`config.mk`:
```
export PLATFORM = sky130hd
export DESIGN_NAME = uart_tx_flat
export DESIGN_NICKNAME = d
export VERILOG_FILES = /design/src/rtl/uart_tx_pkg.sv /design/src/rtl/uart_tx_if.sv /design/src/rtl/uart_baud_counter.sv /design/src/rtl/uart_tx.sv /design/src/flat_wrapper.sv
export SDC_FILE = /design/constraint.sdc
export NUM_CORES = 1
export LEC_CHECK = 0
export CAP_MARGIN = 5
export CELL_PAD_IN_SITES_DETAIL_PLACEMENT = 0
export CELL_PAD_IN_SITES_GLOBAL_PLACEMENT = 1
export CORE_UTILIZATION = 42
export DETAILED_ROUTE_END_ITERATION = 16
export DONT_BUFFER_PORTS = 1
export PLACE_DENSITY = 0.79
export SETUP_SLACK_MARGIN = 0.5
export SYNTH_ARGS = -nofsm -noshare
export SYNTH_HDL_FRONTEND = slang
export SYNTH_SLANG_ARGS = --single-unit
```
`constraint.sdc`:
```
create_clock -name clock -period 4.2 [get_ports clock]
set_input_delay 0.42 -clock clock [delete_from_list [all_inputs] [get_ports clock]]
set_output_delay 0.42 -clock clock [all_outputs]
set_load 0.03 [all_outputs]
```
`src/rtl/uart_tx_pkg.sv`:
```
// Shared UART definitions: state encoding, bit-timing derivation and counter width.
// The receiver imports the same package so both sides agree on timing.
package uart_tx_pkg;

    localparam int DATA_BITS = 8;
    localparam int CNT_W     = 16;

    typedef logic [CNT_W-1:0] cnt_t;

    typedef enum logic [1:0] {
        IDLE  = 2'd0,
        START = 2'd1,
        DATA  = 2'd2,
        STOP  = 2'd3
    } uart_state_e;

    function automatic int clocks_per_bit(input int clock_hz, input int baud);
        return clock_hz / baud;
    endfunction

endpackage

```
`src/rtl/uart_tx_if.sv`:
```
// Byte handshake between a producer and the UART transmitter.
interface uart_tx_if;
    import uart_tx_pkg::*;

    logic                 tx_valid;
    logic [DATA_BITS-1:0] tx_data;
    logic                 tx_ready;

    modport master (output tx_valid, output tx_data, input  tx_ready);
    modport slave  (input  tx_valid, input  tx_data, output tx_ready);

endinterface

```
`src/rtl/uart_baud_counter.sv`:
```
// Bit-period timer: counts 0..CLOCKS_PER_BIT-1 and pulses bit_done_o on the last count.
module uart_baud_counter
    import uart_tx_pkg::*;
#(
    parameter int CLOCKS_PER_BIT = 16
) (
    input  logic clock,
    input  logic reset,
    input  logic clr_i,
    output logic bit_done_o
);

    localparam cnt_t LAST = cnt_t'(CLOCKS_PER_BIT - 1);

    cnt_t cnt_q;

    always_ff @(posedge clock or negedge reset) begin
        if (!reset) begin
            cnt_q <= '0;
        end else if (clr_i || (cnt_q == LAST)) begin
            cnt_q <= '0;
        end else begin
            cnt_q <= cnt_q + cnt_t'(1);
        end
    end

    assign bit_done_o = !clr_i && (cnt_q == LAST);

endmodule

```
`src/rtl/uart_tx.sv`:
```
// 8N1/8N2 UART transmitter with a one-entry holding register so the next byte
// can be queued during a frame and sent with no idle gap.
module uart_tx
    import uart_tx_pkg::*;
#(
    parameter int CLOCK_FREQUENCY = 100000000,
    parameter int BAUD_RATE       = 115200,
    parameter int STOP_BITS       = 1
) (
    input  logic     clock,
    input  logic     reset,
    uart_tx_if.slave tx,
    output logic     tx_busy,
    output logic     serial_tx
);

    localparam int   CPB       = clocks_per_bit(CLOCK_FREQUENCY, BAUD_RATE);
    localparam logic STOP_LAST = (STOP_BITS == 2);

    generate
        if (CPB < 2 || CPB > (1 << CNT_W) || (STOP_BITS != 1 && STOP_BITS != 2)) begin : g_bad_cfg
            $error("uart_tx: unsupported CLOCKS_PER_BIT or STOP_BITS");
        end
    endgenerate

    uart_state_e          state_q;
    logic [DATA_BITS-1:0] shift_q;
    logic [DATA_BITS-1:0] hold_q;
    logic                 hold_full_q;
    logic                 tx_ready_q;
    logic                 busy_q;
    logic                 serial_q;
    logic [2:0]           bit_idx_q;
    logic                 stop_idx_q;

    logic bit_done;
    logic cnt_clr;
    logic accept;
    logic stop_end;
    logic load;
    logic hold_full_d;
    logic to_idle;
    logic busy_d;

    // Counter idles at zero so the first START cycle is count 0.
    assign cnt_clr = (state_q == IDLE);

    uart_baud_counter #(
        .CLOCKS_PER_BIT(CPB)
    ) u_baud (
        .clock      (clock),
        .reset      (reset),
        .clr_i      (cnt_clr),
        .bit_done_o (bit_done)
    );

    // Accept needs an empty holder and load needs a full one, so they never coincide.
    always_comb begin
        accept      = tx.tx_valid && tx_ready_q;
        stop_end    = (state_q == STOP) && bit_done && (stop_idx_q == STOP_LAST);
        load        = hold_full_q && ((state_q == IDLE) || stop_end);
        hold_full_d = accept || (hold_full_q && !load);
        to_idle     = !hold_full_q && ((state_q == IDLE) || stop_end);
        busy_d      = !to_idle || hold_full_d;
    end

    always_ff @(posedge clock or negedge reset) begin
        if (!reset) begin
            state_q     <= IDLE;
            shift_q     <= '0;
            hold_q      <= '0;
            hold_full_q <= 1'b0;
            tx_ready_q  <= 1'b1;
            busy_q      <= 1'b0;
            serial_q    <= 1'b1;
            bit_idx_q   <= '0;
            stop_idx_q  <= 1'b0;
        end else begin
            hold_full_q <= hold_full_d;
            tx_ready_q  <= !hold_full_d;
            busy_q      <= busy_d;
            if (accept) begin
                hold_q <= tx.tx_data;
            end

            if (load) begin
                shift_q  <= hold_q;
                serial_q <= 1'b0;
                state_q  <= START;
            end else begin
                case (state_q)
                    IDLE: begin
                        serial_q <= 1'b1;
                    end
                    START: begin
                        if (bit_done) begin
                            serial_q  <= shift_q[0];
                            bit_idx_q <= '0;
                            state_q   <= DATA;
                        end
                    end
                    DATA: begin
                        if (bit_done) begin
                            if (bit_idx_q == 3'(DATA_BITS - 1)) begin
                                serial_q   <= 1'b1;
                                stop_idx_q <= 1'b0;
                                state_q    <= STOP;
                            end else begin
                                shift_q   <= {1'b0, shift_q[DATA_BITS-1:1]};
                                serial_q  <= shift_q[1];
                                bit_idx_q <= bit_idx_q + 3'd1;
                            end
                        end
                    end
                    STOP: begin
                        if (stop_end) begin
                            state_q <= IDLE;
                        end else if (bit_done) begin
                            stop_idx_q <= 1'b1;
                        end
                    end
                    default: begin
                        state_q  <= IDLE;
                        serial_q <= 1'b1;
                    end
                endcase
            end
        end
    end

    assign tx.tx_ready = tx_ready_q;
    assign tx_busy     = busy_q;
    assign serial_tx   = serial_q;

endmodule

```
`src/flat_wrapper.sv`:
```
// flat-port wrapper written by rule: the top's interface ports become plain ports
module uart_tx_flat import uart_tx_pkg::*;
#(
    parameter int CLOCK_FREQUENCY = 100000000,
    parameter int BAUD_RATE       = 115200,
    parameter int STOP_BITS       = 1
)
  (clock, reset, tx_busy, serial_tx, tx_tx_valid, tx_tx_data, tx_tx_ready);
  uart_tx_if tx_i ();
  input  logic clock;
  input  logic reset;
  output logic tx_busy;
  output logic serial_tx;
  input wire logic [$bits(tx_i.tx_valid)-1:0] tx_tx_valid;
  input wire logic [$bits(tx_i.tx_data)-1:0] tx_tx_data;
  output wire logic [$bits(tx_i.tx_ready)-1:0] tx_tx_ready;
  assign tx_i.tx_valid = tx_tx_valid;
  assign tx_i.tx_data = tx_tx_data;
  assign tx_tx_ready = tx_i.tx_ready;
  uart_tx #(.CLOCK_FREQUENCY(CLOCK_FREQUENCY), .BAUD_RATE(BAUD_RATE), .STOP_BITS(STOP_BITS)) u_core (.clock(clock), .reset(reset), .tx(tx_i), .tx_busy(tx_busy), .serial_tx(serial_tx));
endmodule
```
==> results.md, run 1 <==
- Status: complete, no violations
- CTS buffer count: 5
- Total grt overflow: 0
- Sequential-to-total area share from yosys stat: approximately half
- CTS Hold Bufs: 2
- Die span in x: about 73 microns
- Syn. warnings: 0
- Crit start category: register
- RR Startpoint: u_core.state_q[1]$_DFFE_PN0P_
- DR iter-0 viols: between 50 and 60
- Num ports: 14
- Max stage delay on crit path: roughly 0.48 ns
- Slew margin rel.: roughly three fifths
- Mapped Area: about 2100 sq um
- Initial antenna violation count: 0
- CP Class: reg -> reg
- Async SR Flop Fraction: 100%
- Final hold vios: 0
- Inserted Diodes: 0
- Die H: about 73 microns
- Die area: between 5000 and 6000 sq um
- GRT Resource Usage Total: ~16%
- Yosys top cell by area: dfrtp_1
- Core area: about 4800 sq um
- RSZ-0062 raised after global routing: false
- Vias in the first global route: between 1000 and 1500
- Detailed-placement wirelength estimate: around 2700 microns
- DRT Pass-1 Iters: 4
- Logic depth of the worst register-to-register path: 7
- Routability cong.: around 0.8
- Worst EP arrival: between 2 and 2.5 ns
- IO Port Bufs: 0
- CTS tree: done
- CTS clk-pin slew, worst paths: ~0.080 ns
- Pin count of the biggest net entering global routing: 43
- Commonest non-fill, non-tap cell in the layout: dfrtp_1
- Starting Density: between 40% and 50%
- Fin Clk Skew: about 0.0084 ns
- Area contributors post-synth: dfrtp_1 47%, mux2_2 4.7%, nor2_1 4.7%, ha_1 4.7%, mux2i_1 3.7%
- CTS Buffer Depth: 2
- Yosys cell types: 43
- DRT Wirelength: approximately 3900 microns
- Top_reg_cell synth: dfrtp_1
- Mapped Cells: about 200
- Fin Hold WS: around 0.26 ns
- CP cell instances: inv_1, ha_1, and4bb_2, nand4_2, nor2b_2, mux2i_1, o21ai_0
- Fin crit period: roughly 2.2 ns
- Post-CTS sizing: 0
- DR DRC count: 0
- Mapped Avg Cell Area: ~11 sq um
- Number of synthesized flops with an enable pin: 0
- Root Buffer: clkbuf_8
- Most frequent cells in the layout: 40 x dfrtp_1, 27 x nor2_1, 19 x nand2_1, 10 x nand3_1, 10 x o21ai_0
- R2r setup slk: slightly below 2 ns
- Cell Pwr Density: approximately 630 nW/um^2
- Max Transition Viols Final: 0
- Mapped Nets: ~220
- Clock Sinks: between 40 and 50
- Global-route wire length before repair: between 6000 and 7000 microns
- Critical Path Start: u_core.state_q[1]$_DFFE_PN0P_
- RR Endpoint: u_core.shift_q[0]$_DFFE_PN0P_
- Class of the worst hold path: in -> reg
- CTS H-Tree Depth: 2
- Vias: 1436
- CP endpoint: u_core.shift_q[0]$_DFFE_PN0P_
- Area growth syn-to-layout: 9.17%
- Final nets: between 200 and 250
- Crit Path Max Fanout: 8
- Leak: around 1 nW
- Slowest CP cell: nor2b_2
- Worst setup EP type: register
- Share of cells above drive strength 1: ~15%
- FF+latch count, synth: 42
- Sum of negative setup slack: 0 ns
- Req. time, crit path: around 4.4 ns
- Antenna Nets Post-Route: 0
- Maxcap violations: 0
- FP Rows: 25
- Top cell type's share of synthesized area: 46.7%
- Maximum vdd drop: 0.000211 V
- Actual slew at the worst max-slew pin: 0.628 ns
- Fin crit share: a little over half
- FMAX: between 400 and 500 MHz
- Setup bufs post-CTS: 0
- Avg WL per Cell: between 10 and 15 microns
- Clock Latency Late Sink: 0.30 ns
- Layout fillers: 472
- Via-to-Cell Ratio: 5.28
- Final Setup Violations: 0
==> power by group <==
group          leakage [nW]  internal [mW]  switching [mW]  total (mW)
clock                0.0514          0.177           0.142       0.319
sequential            0.533          0.536           0.121       0.657
combinational         0.419          0.219           0.271       0.490
total                  1.00          0.932           0.534        1.47
==> synthesized netlist by cell type, drive strengths merged (2+ instances only) <==
cell / count
nor2: 27
mux2i: 8
nand2b: 3
nor3b: 2
dfstp: 2
buf: 3
nor4: 4
nand3: 10
a21boi: 2
inv: 4
dfrtp: 40
o21ai: 13
nand4: 3
a21oi: 3
xnor2: 5
xor2: 9
a211o: 2
nor2b: 2
and4bb: 2
mux2: 9
nand2: 19
nor3: 2
ha: 8
a22o: 6
==> registers in the layout, summed over array words and instances (netlist names) <==
register and flops:
u_core.bit_idx_q 3, u_core.hold_full_q 1, u_core.hold_q 8, u_core.serial_tx 1
u_core.shift_q 8, u_core.state_q 2, u_core.stop_idx_q 1, u_core.tx.tx_ready 1
u_core.tx_busy 1, u_core.u_baud.cnt_q 16
==> worst max-delay path, delay by kind of cell (launching register included) <==
family | cells | cell delay [ns]
mux | 1 | 0.24
compound gates | 1 | 0.08
simple gates | 3 | 1.02
flops | 1 | 0.42
fa+ha+maj | 1 | 0.24
buf+inv | 1 | 0.08
==> layout make-up <==
class	instances	area, sq um	area share [%]
multi-input cells	149	1050	44.8
inverters	4	15.0	0.642
clock inverters	2	37.5	1.60
clock buffers	6	72.6	3.10
repair buffers	2	30.0	1.28
flip-flops and latches	42	1050	45.0
well taps	67	83.8	3.58
==> stage by stage <==
step	area [sq um]	std cells	power (mW)	util, %	worst slack, ns
after floorplan	2140	199	1.04	-	2.40
after global placement	2200	262	1.14	45.7	2.04
after detailed placement	2200	262	1.14	45.7	1.98
after CTS	2340	272	1.48	48.6	1.97
after global routing	2340	272	1.58	48.6	1.80
final	2340	272	1.47	48.6	1.98
==> logic make-up after synthesis <==
kind of cell	count (synthesis)	share of synthesized area, %
simple gates	81	20.9
flops	42	49.2
compound gates	29	9.11
mux	17	8.46
xor+xnor	14	5.72
buf+inv	8	1.98
fa+ha+maj	8	4.67
==> how the worst min path moves through the flow <==
| stage | from | endpoint | slack [ns] | cells past startpoint |
|---|---|---|---|---|
| 3_3_place_gp | reset | u_core.bit_idx_q[1]$_DFFE_PN0P_ | 0.13 | 0 |
| 5_1_grt | tx_tx_valid | u_core.tx_busy$_DFF_PN0_ | 0.24 | 1 |
| 6_report | tx_tx_valid | u_core.tx_busy$_DFF_PN0_ | 0.26 | 1 |
| 3_5_place_dp | reset | u_core.u_baud.cnt_q[10]$_DFF_PN0_ | 0.13 | 0 |
| 4_1_cts | tx_tx_valid | u_core.tx_busy$_DFF_PN0_ | 0.25 | 1 |
| 2_1_floorplan | reset | u_core.bit_idx_q[0]$_DFFE_PN0P_ | 0.12 | 0 |
==> routing by layer <==
metal	vias to the layer above	GRT usage [%]	routed length [microns]
met5	-	0	0
met4	0	5.77	45
met3	5	5.08	113
met2	13	24.4	1750
met1	714	22.5	1960
li1	704	-	-
(Power assumes the default switching activity.)
==> run 2, diff against run 1 <==
- ABC_AREA: default -> 1
- PLACE_DENSITY: 0.79 -> 0.81
- clock period: 4.2 -> 2.15 ns (I/O delays scaled with it)
==> run 2 against run 1 <==
Compared with the run above:
- combinational power down 84%
- design area increased by 10%
- global-route usage is 1.7 points higher
- synthesized area increased by 0.47%
- hold slack got worse by 0.19 ns
- total power increased by 7.4%
- register-to-register slack got worse by 1.6 ns
- synthesized cell count grew 27%
- wire length increased by 11%
- fmax up 27%
- core utilization is 5.0 points higher
- critical path type unchanged
- highest routed layer unchanged
==> results.md, run 2 <==
- DRT Pass-1 Iters: 4 (unchanged)
- Die area: 5420 sq um (+0.45%)
- Initial antenna violation count: 0 (unchanged)
- Mapped Cells: 253 (+27%)
- Sum of negative setup slack: 0 ns (unchanged)
- Inserted Diodes: 0 (unchanged)
- CP Class: reg -> reg
- Sequential-to-total area share from yosys stat: 48.9% (-0.23 points)
- Worst EP arrival: 1.94 ns (-0.44 ns)
- RR Endpoint: u_core.state_q[0]$_DFFE_PN0P_
- Req. time, crit path: 2.34 ns (-2.02 ns)
- IO Port Bufs: 0 (unchanged)
- Maximum vdd drop: 0.000475 V (+120%)
- Avg WL per Cell: 12.7 microns (-11%)
- Worst setup EP type: register
- Number of synthesized flops with an enable pin: 0 (unchanged)
- Pin count of the biggest net entering global routing: 43 (unchanged)
- Mapped Area: 2150 sq um (+0.47%)
- Clock Sinks: 42 (unchanged)
- Vias in the first global route: 1669 (+17%)
- Post-Synth XOR/XNOR Area: 1.63% (-4.1 points)
- CTS H-Tree Depth: 2 (unchanged)
- Most frequent cells in the layout: 47 x nand2_1, 39 x dfrtp_1, 33 x inv_1, 22 x nor2_1, 15 x nand3_1
- RR Startpoint: u_core.u_baud.cnt_q[4]$_DFF_PN0_
- Final Power: 1.58 mW (+7.4%)
- GRT Resource Usage Total: 18.1% (+1.7 points)
- Via-to-Cell Ratio: 4.93 (-6.6%)
- Top_reg_cell synth: dfrtp_1
- Critical Path Start: u_core.u_baud.cnt_q[4]$_DFF_PN0_
- Top flop regs: u_core.u_baud.cnt_q (16), u_core.hold_q (8), u_core.shift_q (8)
- Mapped Avg Cell Area: 8.51 sq um (-21%)
- Biggest register: u_core.u_baud.cnt_q
- Core area: 4820 sq um (unchanged)
- Class of the worst hold path: in -> reg
- Commonest non-fill, non-tap cell in the layout: nand2_1
- Final WS setup: 0.397 ns (-1.58 ns)
- RSZ-0062 raised after global routing: true
- FP Rows: 25 (unchanged)
- FF+latch count, synth: 42 (unchanged)
- Status: complete, no violations
- Count leader, synth: nand2_1
- Die span in x: 73.6 microns (+0.22%)
- Maxcap violations: 0 (unchanged)
- DR DRC count: 0 (unchanged)
- Multiplexer share of the synthesized area: 3.66% (-4.8 points)
- Total grt overflow: 0 (unchanged)
- CP endpoint: u_core.state_q[0]$_DFFE_PN0P_
- Final hold vios: 0 (unchanged)
- Layout fillers: 476 (+0.85%)
- Die H: 73.6 microns (+0.22%)
- Cell Pwr Density: 611 nW/um^2 (-2.5%)
- Post-Synth Adder-Cell Area: 4.65% (-0.022 points)
- Logic depth of the worst register-to-register path: 13 (+6)
- Top cells by count, synth: 49 x nand2_1, 40 x dfrtp_1, 35 x inv_1
- CTS Buffer Depth: 2 (unchanged)
- Final nets: 291 (+30%)
- Syn. warnings: 0 (unchanged)
- Area growth syn-to-layout: 19.8%
- Vias: 1677 (+17%)
- Global-route wire length before repair: 7360 microns (+11%)
- Compound-Gate Fraction of Synth Area: 8.89% (-0.22 points)
- Top cell type's share of synthesized area: 46.5% (-0.22 points)
- Max FFs per register: 16 (unchanged)
- Detailed-placement wirelength estimate: 2900 microns (+7.9%)
- Crit start category: register
- CTS tree: done
- # placed instances: 321 (+23%)
- Actual slew at the worst max-slew pin: 0.408 ns (-0.221 ns)
- Crit Path Max Fanout: 8 (unchanged)
- Async SR Flop Fraction: 100% (unchanged)
- Max Transition Viols Final: 0 (unchanged)
- Antenna Nets Post-Route: 0 (unchanged)
- Fin Hold WS: 0.0665 ns (-0.189 ns)
- Placed inst area: 2250 sq um (+2.2%)
- Yosys cell types: 31 (-28%)
- Post-route cell area: 2580 sq um (+10%)
- Pre-CTS setup slack: 0.287 ns (-1.69 ns)
- Final Non-Filler Cells: 340 (+25%)
- Largest family of logic cells by synthesized area: simple AND/OR/NAND/NOR gates
- CTS buffer count: 5 (unchanged)
- Root Buffer: clkbuf_8
- Clock Latency Late Sink: 0.29 ns (about the same)
- FMAX: 570 MHz (+27%)
- Post-synthesis simple-gate area fraction: 24.5% (+3.6 points)
- Mapped Nets: 272 (+25%)
- Fin crit period: 1.75 ns (-0.469 ns)
- DR iter-0 viols: 70 (+27%)
- Area contributors post-synth: dfrtp_1 46%, nand2_1 8.5%, inv_1 6.1%, ha_1 4.6%, o21ai_0 4.6%
- Starting Density: 44.7% (+0.21 points)
- Num ports: 14 (unchanged)
- DRT Wirelength: 4310 microns (+11%)
- Share of cells above drive strength 1: 23.1% (+8.0 points)
- Fin crit share: 81.6% (+29 points)
- Fin util: 53.5% (+5.0 points)
- Leak: 1.24 nW (+24%)
- Yosys top cell by area: dfrtp_1
- Final Setup Violations: 0 (unchanged)
- CTS clk-pin slew, worst paths: 0.08 ns (about the same)
- Slew margin rel.: 72.7% (+15 points)
- Fin Clk Skew: 0.00554 ns (-0.00281 ns)
- R2r setup slk: 0.40 ns (-1.58 ns)
- Routability cong.: 0.812 (+1.0%)
==> run 2: worst min path at each step <==
stage / startpoint / to / cells after the start
after floorplan: reset / u_core.bit_idx_q[0]$_DFFE_PN0P_ / 0
after global placement: reset / u_core.u_baud.cnt_q[2]$_DFF_PN0_ / 0
after detailed placement: reset / u_core.u_baud.cnt_q[2]$_DFF_PN0_ / 0
final: tx_tx_data[5] / u_core.hold_q[5]$_DFFE_PN0P_ / 1
after CTS: tx_tx_data[5] / u_core.hold_q[5]$_DFFE_PN0P_ / 1
after global routing: tx_tx_data[3] / u_core.hold_q[3]$_DFFE_PN0P_ / 1
==> run 2: cell type report <==
class / count / area (sq um) / area share [%]
clock buffer: 7 / 76.3 / 2.96
multi-input combinational: 169 / 1010 / 39.1
sequential: 42 / 1050 / 40.9
timing repair buffer: 15 / 175 / 6.79
clock inverter: 1 / 30.0 / 1.16
tap: 67 / 83.8 / 3.25
inverter: 39 / 151 / 5.87
==> run 2: critical path, cell delays in order, from the launching register on <==
cell,delay (ns)
dfrtp_1,0.39
inv_2,0.12
nand2_1,0.08
nor2_1,0.13
nand2_1,0.08
nor2_2,0.12
nand4_1,0.10
nand2_2,0.11
nand2_4,0.09
buf_12,0.15
nand2_1,0.08
nand3_2,0.09
nand2_1,0.08
nand2_1,0.04
==> run 2: per-layer routing <==
layer / GRT usage [%] / vias to the layer above / share of wire, %
met2: 28.3 / 27 / 46
met1: 24.2 / 782 / 49
li1: - / 858 / -
met4: 7.26 / 0 / 2.2
met5: 0 / - / 0
met3: 4.25 / 10 / 3.3
==> run 2: power breakdown <==
group | switching [mW] | internal, mW | leakage, nW
logic | 0.0343 | 0.0445 | 0.661
clock network | 0.263 | 0.348 | 0.0524
registers | 0.0374 | 0.849 | 0.529
total | 0.335 | 1.24 | 1.24
==> run 2: cell families (layout without fill, tap and decap cells) <==
| logic type | count (synthesis) | after routing |
|---|---|---|
| AND/OR/NAND/NOR | 114 | 114 |
| flip-flops | 42 | 42 |
| buffers and inverters | 42 | 62 |
| AO/OA/AOI/OAI | 36 | 36 |
| adder cells (fa/ha/maj) | 8 | 8 |
| multiplexers | 7 | 7 |
| XOR/XNOR | 4 | 4 |
==> run 2: timing repair <==
| action | 4_1_cts | 5_1_grt |
|---|---|---|
| cloned | 0 | 2 |
| buffers inserted | 5 | 2 |
| hold buffers | 2 | 0 |
| pin swaps | 5 | 5 |
| hold endpoints to repair | 42 | 0 |
| gates resized for setup | 11 | 22 |
| setup endpoints to repair | 23 | 25 |
==> run 3, diff against run 2 <==
- PLACE_DENSITY: 0.81 -> 0.84
- clock period: 2.15 -> 1.4 ns (I/O delays scaled with it)
==> run 3 against run 2 <==
Compared with the run above:
- critical path depth is 2 lower
- the run now ends with negative hold slack, negative setup slack left
- total power rose by 59%
- worst setup slack worse by 0.76 ns
- core utilization is 13 points higher
- fmax decreased by 0.56%
- first-iteration DRC count is 19% higher
- non-clock buffer count up 53
- global-route usage is 1.6 points higher
- register-to-register slack worse by 0.76 ns
- count of clock-buffer cells in the layout is 2 lower
- hold slack got worse by 0.54 ns
==> results.md, run 3 (same netlist as run 2, synthesis figures left out) <==
- Buf+Inv Stages, Crit Path: 2 (unchanged)
- Status: finished, violations left
- Worst setup EP type: register
- CP cell instances: ha_4, buf_6, nand3_4, nor3_4, nand2_2, nor2_4, inv_2, nor2_4, nand3_2, o21ai_1, a21oi_1
- Final hold vios: 42 (+42)
- Die H: 73.6 microns (unchanged)
- Crit start category: register
- Post-route cell area: 3180 sq um (+23%)
- Clock Latency Late Sink: 0.29 ns (about the same)
- Slowest CP cell: dfrtp_1
- Final nets: 344 (+18%)
- FMAX: 567 MHz (-0.56%)
- Sum of negative setup slack: -5.36 ns (-5.36 ns)
- GRT Resource Usage Total: 19.6% (+1.6 points)
- RR Startpoint: u_core.u_baud.cnt_q[0]$_DFF_PN0_
- Detailed-placement wirelength estimate: 3180 microns (+9.8%)
- Actual slew at the worst max-slew pin: 0.291 ns (-0.116 ns)
- Maximum vdd drop: 0.000771 V (+62%)
- Placed inst area: 2610 sq um (+16%)
- CTS clk-pin slew, worst paths: 0.09 ns (about the same)
- Class of the worst hold path: in -> async
- RSZ-0062 raised after global routing: true
- DRT Wirelength: 5030 microns (+17%)
- Crit-path leading delay family: simple AND/OR/NAND/NOR gates
- Biggest register: u_core.u_baud.cnt_q
- Final Power: 2.50 mW (+59%)
- Maxcap violations: 0 (unchanged)
- CTS Buffer Depth: 2 (unchanged)
- Max Transition Viols Final: 0 (unchanged)
- Failing checks: negative hold slack, negative setup slack
- Final WS setup: -0.363 ns (-0.760 ns)
- Starting Density: 44.7% (unchanged)
- Pre-CTS setup slack: -0.309 ns (-0.596 ns)
- Most frequent cells in the layout: 49 x buf_4, 38 x dfrtp_1, 37 x nand2_1, 31 x inv_1, 15 x nor2_1
- CTS Hold Bufs: 8 (+6)
- Num ports: 14 (unchanged)
- Max stage delay on crit path: 0.41 ns (+0.02 ns)
- DR DRC count: 0 (unchanged)
- Critical Path Start: u_core.u_baud.cnt_q[0]$_DFF_PN0_
- CTS buffer count: 5 (unchanged)
- Via-to-Cell Ratio: 4.89 (-0.85%)
- CP Class: reg -> reg
- Commonest non-fill, non-tap cell in the layout: buf_4
- Slew margin rel.: 80.4% (+7.7 points)
- Initial antenna violation count: 0 (unchanged)
- Root Buffer: clkbuf_8
- Fin crit share: 126% (+44 points)
- Total grt overflow: 0 (unchanged)
- Die area: 5420 sq um (unchanged)
- Area growth syn-to-layout: 47.8%
- Antenna Nets Post-Route: 0 (unchanged)
- Fin crit period: 1.76 ns (+0.00988 ns)
- Routability cong.: 0.827 (+1.8%)
- Vias in the first global route: 1833 (+9.8%)
- Top flop regs: u_core.u_baud.cnt_q (16), u_core.hold_q (8), u_core.shift_q (8)
- Fin Hold WS: -0.471 ns (-0.538 ns)
- Most common cell on crit path: nor2_4
- Share of cells above drive strength 1: 43.9% (+21 points)
- Avg WL per Cell: 12.8 microns (+0.84%)
- IO Port Bufs: 0 (unchanged)
- DR iter-0 viols: 83 (+19%)
- Fin util: 66.1% (+13 points)
- Clock Sinks: 42 (unchanged)
- Die span in x: 73.6 microns (unchanged)
- Fin Clk Skew: 0.00814 ns (+0.00261 ns)
- Inserted Diodes: 0 (unchanged)
- FP Rows: 25 (unchanged)
- DRT Pass-1 Iters: 4 (unchanged)
- Final Setup Violations: 31 (+31)
- CTS tree: done
- CTS H-Tree Depth: 2 (unchanged)
- Pin count of the biggest net entering global routing: 43 (unchanged)
- Cell Pwr Density: 785 nW/um^2 (+29%)
- Max FFs per register: 16 (unchanged)
- Core area: 4820 sq um (unchanged)
- Worst EP arrival: 1.95 ns (about the same)
- Vias: 1922 (+15%)
- Global-route wire length before repair: 8130 microns (+11%)
- Crit Path Max Fanout: 3 (-5)
- Req. time, crit path: 1.59 ns (-0.75 ns)
- Leak: 1.56 nW (+26%)
## run 3: through the flow
stage | cells | hold slack (ns)
final | 393 | -0.471
after global routing | 393 | -0.482
after detailed placement | 366 | -0.155
after floorplan | 253 | -0.156
after global placement | 366 | -0.155
after CTS | 388 | -0.476
## run 3: cell type report
cell class	count	area (sq um)
clock buffer	5	68.8
clock inverter	3	40.0
fill	369	1640
inverter	39	154
multi-input combinational	169	1190
sequential	42	1060
tap	67	83.8
timing repair buffer	68	589
## run 3: final timing paths
| check | endpoint | cells after the start | slack [ns] |
|---|---|---|---|
| setup / recovery | u_core.u_baud.cnt_q[14]$_DFF_PN0_ | 11 | -0.36 |
| hold / removal | u_core.u_baud.cnt_q[7]$_DFF_PN0_ | 0 | -0.47 |
| setup reg to reg | u_core.u_baud.cnt_q[14]$_DFF_PN0_ | 11 | -0.36 |
| hold reg to reg | u_core.shift_q[4]$_DFFE_PN0P_ | 2 | 0.50 |
| max in group asynchronous | u_core.serial_tx$_DFFE_PN1P_ | 0 | 1.68 |
| min in group clock | u_core.hold_q[7]$_DFFE_PN0P_ | 2 | 0.13 |
## run 3: repair_timing
item / 4_1_cts / 5_1_grt
pin swaps: 8 / 11
setup endpoints to repair: 45 / 45
gates cloned: 0 / 0
hold endpoints to repair: 50 / 42
buffers inserted: 6 / 5
gates resized for setup: 25 / 58
## run 3: per-layer routing
metal	vias to the layer above	track usage, %	wire [microns]
met2	28	32.9	2470
met1	930	26.3	2360
li1	957	-	-
met4	0	4.49	57
met5	-	0	0
met3	7	3.84	135
## run 3: power breakdown
group,total (mW),switching [mW],internal (mW),leakage [nW]
Clock,0.952,0.427,0.525,0.0579
Sequential,1.37,0.0639,1.30,0.529
Combinational,0.180,0.0526,0.127,0.974
Total,2.50,0.543,1.96,1.56
